===== src/rtl/ir_pkg.sv =====
// NEC IR decoder shared types and symbol timing windows.
// All durations are in timing ticks, as seen by the level-duration counter.
package ir_pkg;

  typedef enum logic [2:0] {
    IDLE,
    LEAD_MARK,
    LEAD_SPACE,
    BIT_MARK,
    BIT_SPACE,
    STOP_MARK
  } ir_state_e;

  localparam int DUR_W  = 11;
  localparam int IDLE_W = 14;
  localparam int BITS_W = 6;

  localparam logic [DUR_W-1:0] LEAD_MARK_MIN  = 11'd800;
  localparam logic [DUR_W-1:0] LEAD_MARK_MAX  = 11'd1000;
  localparam logic [DUR_W-1:0] LEAD_SPACE_MIN = 11'd400;
  localparam logic [DUR_W-1:0] LEAD_SPACE_MAX = 11'd500;
  localparam logic [DUR_W-1:0] RPT_SPACE_MIN  = 11'd180;
  localparam logic [DUR_W-1:0] RPT_SPACE_MAX  = 11'd270;
  localparam logic [DUR_W-1:0] BIT_MARK_MIN   = 11'd40;
  localparam logic [DUR_W-1:0] BIT_MARK_MAX   = 11'd72;
  localparam logic [DUR_W-1:0] ZERO_SPACE_MIN = 11'd40;
  localparam logic [DUR_W-1:0] ZERO_SPACE_MAX = 11'd90;
  localparam logic [DUR_W-1:0] ONE_SPACE_MIN  = 11'd130;
  localparam logic [DUR_W-1:0] ONE_SPACE_MAX  = 11'd210;
  localparam logic [DUR_W-1:0] LEVEL_TIMEOUT  = 11'd1100;

  localparam logic [IDLE_W-1:0] ARM_TICKS = 14'd12000;
  localparam logic [BITS_W-1:0] LAST_BIT  = 6'd31;

  function automatic logic in_window(input logic [DUR_W-1:0] dur,
                                     input logic [DUR_W-1:0] lo,
                                     input logic [DUR_W-1:0] hi);
    return (dur >= lo) && (dur <= hi);
  endfunction

endpackage


===== src/rtl/ir_sync_filter.sv =====
// Two-flop synchronizer plus tick-based stability filter for the raw IR line.
// A new level is accepted once two consecutive tick samples agree on it.
module ir_sync_filter (
  input  logic clk_in,
  input  logic rst_in,
  input  logic tick_in,
  input  logic raw_in,
  output logic filt_out,
  output logic rise_out,
  output logic fall_out
);

  logic sync1_q, sync2_q, samp_q, filt_q, rise_q, fall_q;
  logic accept;

  assign accept = tick_in && (sync2_q == samp_q) && (sync2_q != filt_q);

  always_ff @(posedge clk_in or negedge rst_in) begin
    if (!rst_in) begin
      sync1_q <= 1'b1;
      sync2_q <= 1'b1;
      samp_q  <= 1'b1;
      filt_q  <= 1'b1;
      rise_q  <= 1'b0;
      fall_q  <= 1'b0;
    end else begin
      sync1_q <= raw_in;
      sync2_q <= sync1_q;
      if (tick_in) samp_q <= sync2_q;
      if (accept) filt_q <= sync2_q;
      // Edge pulses coincide with the cycle the filtered level changes.
      rise_q <= accept && sync2_q;
      fall_q <= accept && !sync2_q;
    end
  end

  assign filt_out = filt_q;
  assign rise_out = rise_q;
  assign fall_out = fall_q;

endmodule


===== src/rtl/ir_nec_decoder.sv =====
// NEC infrared frame decoder: measures filtered mark/space lengths in ticks
// and walks a frame FSM that emits code, repeat and error pulses.
module ir_nec_decoder
  import ir_pkg::*;
#(
  parameter int CLK_HZ    = 74_250_000,
  parameter int TICK_HZ   = 100_000,
  parameter int CHECK_CMD = 1
) (
  input  logic        clk_in,
  input  logic        rst_in,
  input  logic        ir_rx_in,
  output logic [31:0] code_out,
  output logic        valid_out,
  output logic        repeat_out,
  output logic        err_out
);

  localparam int DIV   = (CLK_HZ / TICK_HZ > 1) ? (CLK_HZ / TICK_HZ) : 1;
  localparam int PRE_W = (DIV > 1) ? $clog2(DIV) : 1;
  localparam logic [PRE_W-1:0] PRE_LAST = PRE_W'(DIV - 1);

  logic [PRE_W-1:0]  pre_q;
  logic              tick_q;
  logic              filt_w, rise_w, fall_w;
  logic              mark_start, mark_end;
  logic [DUR_W-1:0]  dur_q;
  logic [IDLE_W-1:0] idle_q;

  ir_state_e         state_q;
  logic [BITS_W-1:0] bit_cnt_q;
  logic [31:0]       shift_q, code_q;
  logic              rpt_q, armed_q, valid_q, repeat_q, err_q;

  logic              lead_ok, rpt_ok, mark_ok, zero_ok, one_ok, cmd_ok;
  logic              edge_seen, sym_ok, timeout, frame_fail;
  logic [31:0]       shift_d;

  always_ff @(posedge clk_in or negedge rst_in) begin
    if (!rst_in) begin
      pre_q  <= '0;
      tick_q <= 1'b0;
    end else if (pre_q == PRE_LAST) begin
      pre_q  <= '0;
      tick_q <= 1'b1;
    end else begin
      pre_q  <= pre_q + 1'b1;
      tick_q <= 1'b0;
    end
  end

  ir_sync_filter u_sync_filter (
    .clk_in   (clk_in),
    .rst_in   (rst_in),
    .tick_in  (tick_q),
    .raw_in   (ir_rx_in),
    .filt_out (filt_w),
    .rise_out (rise_w),
    .fall_out (fall_w)
  );

  assign mark_start = fall_w && !filt_w;
  assign mark_end   = rise_w && filt_w;

  always_ff @(posedge clk_in or negedge rst_in) begin
    if (!rst_in) begin
      dur_q  <= '0;
      idle_q <= '0;
    end else begin
      if (rise_w || fall_w) dur_q <= '0;
      else if (tick_q && !(&dur_q)) dur_q <= dur_q + 1'b1;
      if (fall_w) idle_q <= '0;
      else if (tick_q && (idle_q < ARM_TICKS)) idle_q <= idle_q + 1'b1;
    end
  end

  always_comb begin
    lead_ok   = in_window(dur_q, LEAD_SPACE_MIN, LEAD_SPACE_MAX);
    rpt_ok    = in_window(dur_q, RPT_SPACE_MIN, RPT_SPACE_MAX);
    mark_ok   = in_window(dur_q, BIT_MARK_MIN, BIT_MARK_MAX);
    zero_ok   = in_window(dur_q, ZERO_SPACE_MIN, ZERO_SPACE_MAX);
    one_ok    = in_window(dur_q, ONE_SPACE_MIN, ONE_SPACE_MAX);
    cmd_ok    = (CHECK_CMD == 0) || (shift_q[15:8] == ~shift_q[7:0]);
    shift_d   = {shift_q[30:0], one_ok};
    edge_seen = mark_start;
    sym_ok    = 1'b1;
    case (state_q)
      LEAD_MARK: begin
        edge_seen = mark_end;
        sym_ok    = in_window(dur_q, LEAD_MARK_MIN, LEAD_MARK_MAX);
      end
      LEAD_SPACE: sym_ok = lead_ok || rpt_ok;
      BIT_MARK: begin
        edge_seen = mark_end;
        sym_ok    = mark_ok;
      end
      BIT_SPACE: sym_ok = zero_ok || one_ok;
      STOP_MARK: begin
        edge_seen = mark_end;
        sym_ok    = mark_ok && (rpt_q || cmd_ok);
      end
      default: ;
    endcase
    timeout    = (state_q != IDLE) && !(rise_w || fall_w) && (dur_q > LEVEL_TIMEOUT);
    frame_fail = timeout || ((state_q != IDLE) && edge_seen && !sym_ok);
  end

  always_ff @(posedge clk_in or negedge rst_in) begin
    if (!rst_in) begin
      state_q   <= IDLE;
      bit_cnt_q <= '0;
      shift_q   <= '0;
      code_q    <= '0;
      rpt_q     <= 1'b0;
      armed_q   <= 1'b0;
      valid_q   <= 1'b0;
      repeat_q  <= 1'b0;
      err_q     <= 1'b0;
    end else begin
      valid_q  <= 1'b0;
      repeat_q <= 1'b0;
      err_q    <= 1'b0;
      if (idle_q == ARM_TICKS) armed_q <= 1'b0;
      if (frame_fail) begin
        err_q   <= 1'b1;
        armed_q <= 1'b0;
        state_q <= IDLE;
      end else if (edge_seen) begin
        case (state_q)
          IDLE:      state_q <= LEAD_MARK;
          LEAD_MARK: state_q <= LEAD_SPACE;
          LEAD_SPACE: begin
            rpt_q     <= !lead_ok;
            bit_cnt_q <= '0;
            state_q   <= lead_ok ? BIT_MARK : STOP_MARK;
          end
          BIT_MARK:  state_q <= BIT_SPACE;
          BIT_SPACE: begin
            shift_q   <= shift_d;
            bit_cnt_q <= bit_cnt_q + 1'b1;
            state_q   <= (bit_cnt_q == LAST_BIT) ? STOP_MARK : BIT_MARK;
          end
          STOP_MARK: begin
            state_q <= IDLE;
            // A repeat with no recent good frame is silently dropped.
            if (rpt_q) begin
              repeat_q <= armed_q;
            end else begin
              code_q  <= shift_q;
              valid_q <= 1'b1;
              armed_q <= 1'b1;
            end
          end
          default:   state_q <= IDLE;
        endcase
      end
    end
  end

  assign code_out   = code_q;
  assign valid_out  = valid_q;
  assign repeat_out = repeat_q;
  assign err_out    = err_q;

endmodule


===== config.mk =====
export PLATFORM = sky130hd
export DESIGN_NAME = ir_nec_decoder
export DESIGN_NICKNAME = d
export VERILOG_FILES = /design/src/rtl/ir_pkg.sv /design/src/rtl/ir_sync_filter.sv /design/src/rtl/ir_nec_decoder.sv
export SDC_FILE = /design/constraint.sdc
export NUM_CORES = 1
export LEC_CHECK = 0
export CORE_MARGIN = 2
export CORE_UTILIZATION = 58
export DETAILED_ROUTE_END_ITERATION = 7
export GPL_TIMING_DRIVEN = 0
export PLACE_DENSITY = 0.77
export SYNTH_ARGS = -nofsm -noshare
export SYNTH_HDL_FRONTEND = slang
export SYNTH_SLANG_ARGS = --single-unit
export TNS_END_PERCENT = 5

===== constraint.sdc =====
create_clock -name clk_in -period 2.9 [get_ports clk_in]
set_input_delay 0.58 -clock clk_in [delete_from_list [all_inputs] [get_ports clk_in]]
set_output_delay 0.58 -clock clk_in [all_outputs]
set_load 0.005 [all_outputs]

==> run_results.csv <==
group,metric,value,unit
global_route,gr-total-overflow,0,
sta,fmax,0.374,GHz
worst_setup_path,timing.rr.start,"dur_q[0]",
worst_setup_path,arrival,3.09,ns
yosys,avgSynthCellArea,11.6,µm²
floorplan,die_y,104,µm
final_layout,drive_above_1_share,18.0,%
floorplan,start_util,59.8,%
routing,drt_iter0_drc,261,
sta,fin_skew,0.00921,ns
final_layout,diodes,0,
yosys,synthesis.nets,512,
routing,wirelength,11900,µm
yosys,netlist_area,0.00585,mm²
global_route,grt_pass1_vias,4115,
pwr,p_per_area,549,mW/mm²
pwr,p_int,3.08,mW
placed_design,gp_congestion,0.879,
worst_setup_path,cp_top_family,"compound AO/OA/AOI/OAI gates",
final_layout,stdcell_count,706,
placed_design,post-place-ws,0.260,ns
sta,maxSlewViolCount,0,
floorplan,io_pins,38,
final_layout,nets,571,
clock_tree,cts_buffers,17,
worst_setup_path,worstSetupPathType,"reg -> reg",
pwr,seqPwrFrac,43.4,%
routing,post_drt_wl_per_cell,16.8,µm
floorplan,die_area,0.0109,mm²
worst_setup_path,reg2reg_depth,9,
sta,maxSlewHeadroom,15.8,%
global_route,grt_start_max_net_pins,69,
floorplan,fp-row-count,36,
yosys,seq_area_frac_synth,51.5,%
placed_design,hpwl,7680,µm
worst_setup_path,cp_max_fo,10,
clock_tree,cts-resized-gates,0,
pwr,ir_drop,374,µV
worst_setup_path,crit_chain,"inv_1 -> ha_1 -> nor2b_1 -> o21ai_0 -> a41o_1 -> nand3_2 -> o311ai_4 -> buf_6 -> mux2_1",
worst_setup_path,cpMaxStageDelayCell,"o311ai_4",
final_layout,syn2layout_area_growth,20.4,%
placed_design,place_area,0.00642,mm²
sta,finalSetupViolCount,0,
yosys,ys_seq_elements,120,
clock_tree,clk_pin_slew,0.06,ns
pwr,p_clk_share,55.6,%
yosys,syn_inst,502,
pwr,power.switching,782,µW
final_layout,stdcell_area,0.00704,mm²
routing,ant_nets,0,
worst_setup_path,reg2reg_slack,0.22,ns
worst_setup_path,r2r-end,"shift_q[21]",
routing,post_drt_via_cell_ratio,5.77,
job,cap_viol_max_count,0,
hold_path,hold_class,"reg -> reg",
placed_design,port_buffers,37,
floorplan,core_area,0.00977,mm²
placed_design,dp.cells,674,
clock_tree,cts_max_level,4,
yosys,synth_edf_count,0,
sta,post-route-min-period,2.68,ns
worst_setup_path,required,3.31,ns
outcome,status,"finished clean",
global_route,grt_pass1_wl,20200,µm
sta,hold_violations,0,
final_layout,final_util,72.0,%
final_layout,layout_common_cells,"116 x dfrtp_1, 55 x nor2_1, 36 x clkdlybuf4s50_1, 31 x mux2_1, 29 x mux2_4",
worst_setup_path,crit_end,"shift_q[21]",
global_route,grt_usage,23.5,%
worst_setup_path,startpoint_type,"register",
final_layout,fill_cells,656,
routing,vias,4076,
worst_setup_path,end_kind,"register",
final_layout,mostFrequentLayoutCell,"dfrtp_1",
worst_setup_path,critPathMaxStageDelay,0.55,ns
clock_tree,clkSinkCount,120,
hold_path,hold_depth,0,
pwr,leakagePower,3.23,nW
yosys,synthFlopType,"dfrtp_1",
global_route,antenna_found_initial,0,
clock_tree,cts_root_buf,"clkbuf_8",
floorplan,die_w,104,µm
clock_tree,clk_latency,0.53,ns
sta,worst_slack,0.223,ns
clock_tree,cts_tree,"yes",
sta,worst_slew_pin_slew,1.25,ns
routing,drc,0,
pwr,switching_share,20.2,%
routing,drtPass1Iterations,5,
yosys,ys_types,65,
yosys,synth-async-reset-ratio,100,%
sta,post-route-period-util,92.3,%
worst_setup_path,crit_buf_inv,2,
yosys,yosys_warnings,0,
clock_tree,cts_buffer_depth,2,
pwr,combinationalPowerShare,1.0,%
worst_setup_path,cp-startpoint,"dur_q[0]",
sta,rsz0062_at_grt,"false",
worst_setup_path,critical_path_depth,9,
[state kept, by name, indices dropped and copies added (netlist names), 3 cells and up]
name       count
idle_q        14
bit_cnt_q      6
code_out      32
state_q        3
shift_q       32
dur_q         11
pre_q         10
[stage by stage]
step | power, mW | hold WS (ns) | setup TNS [ns]
after floorplan | 1.71 | 0.284 | 0
after global placement | 1.74 | 0.348 | -375.52
after detailed placement | 1.75 | 0.349 | 0
after CTS | 3.91 | 0.361 | 0
after global routing | 3.97 | 0.366 | 0
final | 3.87 | 0.358 | 0
[per-layer routing]
metal,track usage [%],part of all wire [%]
met5,0,0
met4,9.85,2.4
met3,6.52,4.0
met2,38.3,49
met1,29.5,44
[worst register-to-register path, stage by stage (launching register included)]
cell	delay (ns)
dfrtp_1	0.43
inv_1	0.11
ha_1	0.20
nor2b_1	0.15
o21ai_0	0.16
a41o_1	0.22
nand3_2	0.17
o311ai_4	0.55
buf_6	0.24
mux2_1	0.35
[worst min path at each step]
stage / start / end / slack [ns]
finish: u_sync_filter.sync1_q / u_sync_filter.sync2_q / 0.36
global route: u_sync_filter.sync1_q / u_sync_filter.sync2_q / 0.37
CTS: u_sync_filter.sync1_q / u_sync_filter.sync2_q / 0.36
detailed placement: u_sync_filter.sync1_q / u_sync_filter.sync2_q / 0.35
global placement: u_sync_filter.sync1_q / u_sync_filter.sync2_q / 0.35
floorplan: rst_in / armed_q / 0.28
[synth_stat cells, drive strengths merged (2+ instances only)]
cell type	number	share of area [%]
mux2i	2	0.41
nor2b	4	0.43
xnor2	23	3.4
o31ai	5	0.64
mux2	66	15
a21o	2	0.26
o211ai	6	0.86
dfstp	4	1.8
a311oi	5	0.75
a211oi	2	0.26
nand2b	4	0.43
o21ai	14	1.3
ha	7	1.5
nand4	11	1.2
o21a	2	0.26
o22ai	3	0.43
a31oi	3	0.32
a31o	2	0.30
a21oi	14	1.2
dfrtp	116	50
nor4	7	0.75
o2bb2ai	2	0.30
and3	6	0.64
or3	5	0.54
or2	6	0.64
xor2	12	1.8
buf	17	2.4
clkbuf	7	0.45
nor3b	5	0.92
nor2	55	3.5
nand3b	2	0.26
nand2	21	1.3
o311ai	4	0.90
nand3	13	1.2
nor3	12	1.0
inv	20	1.3
[area by class of cell]
| class | count | area, µm² | area share [%] |
|---|---|---|---|
| Sequential cell | 120 | 3010 | 42.7 |
| Inverter | 20 | 75.1 | 1.07 |
| Buffer | 24 | 169 | 2.40 |
| Tap cell | 133 | 166 | 2.36 |
| Clock inverter | 10 | 143 | 2.03 |
| Timing Repair Buffer | 40 | 413 | 5.87 |
| Multi-Input combinational cell | 338 | 2590 | 36.9 |
| Clock buffer | 21 | 469 | 6.67 |
[kinds of logic (layout without fill, tap and decap cells)]
| family | count (synthesis) | in the layout | synth area share, % |
|---|---|---|---|
| multiplexers | 68 | 68 | 15.0 |
| adder cells (fa/ha/maj) | 7 | 7 | 1.50 |
| buffers and inverters | 44 | 115 | 4.17 |
| AND/OR/NAND/NOR | 155 | 155 | 13.5 |
| XOR/XNOR | 35 | 35 | 5.24 |
| AO/OA/AOI/OAI | 73 | 73 | 9.10 |
| flip-flops | 120 | 120 | 51.5 |
[power groups by stage]
| stage | Sequential, mW | Combinational [mW] | Clock, mW |
|---|---|---|---|
| final | 1.68 | 0.0389 | 2.15 |
| after detailed placement | 1.71 | 0.0402 | 0 |
| after floorplan | 1.71 | 0.000192 | 0 |
| after CTS | 1.68 | 0.0414 | 2.19 |
| after global placement | 1.71 | 0.0349 | 0 |
| after global routing | 1.68 | 0.0467 | 2.24 |
[repair_timing]
action,4_1_cts,5_1_grt
setup buffers,0,0
setup endpoints to repair,0,0
endpoints found under the hold margin,52,0
hold buffers,1,0
No activity file was read; power rests on OpenSTA's default activity.
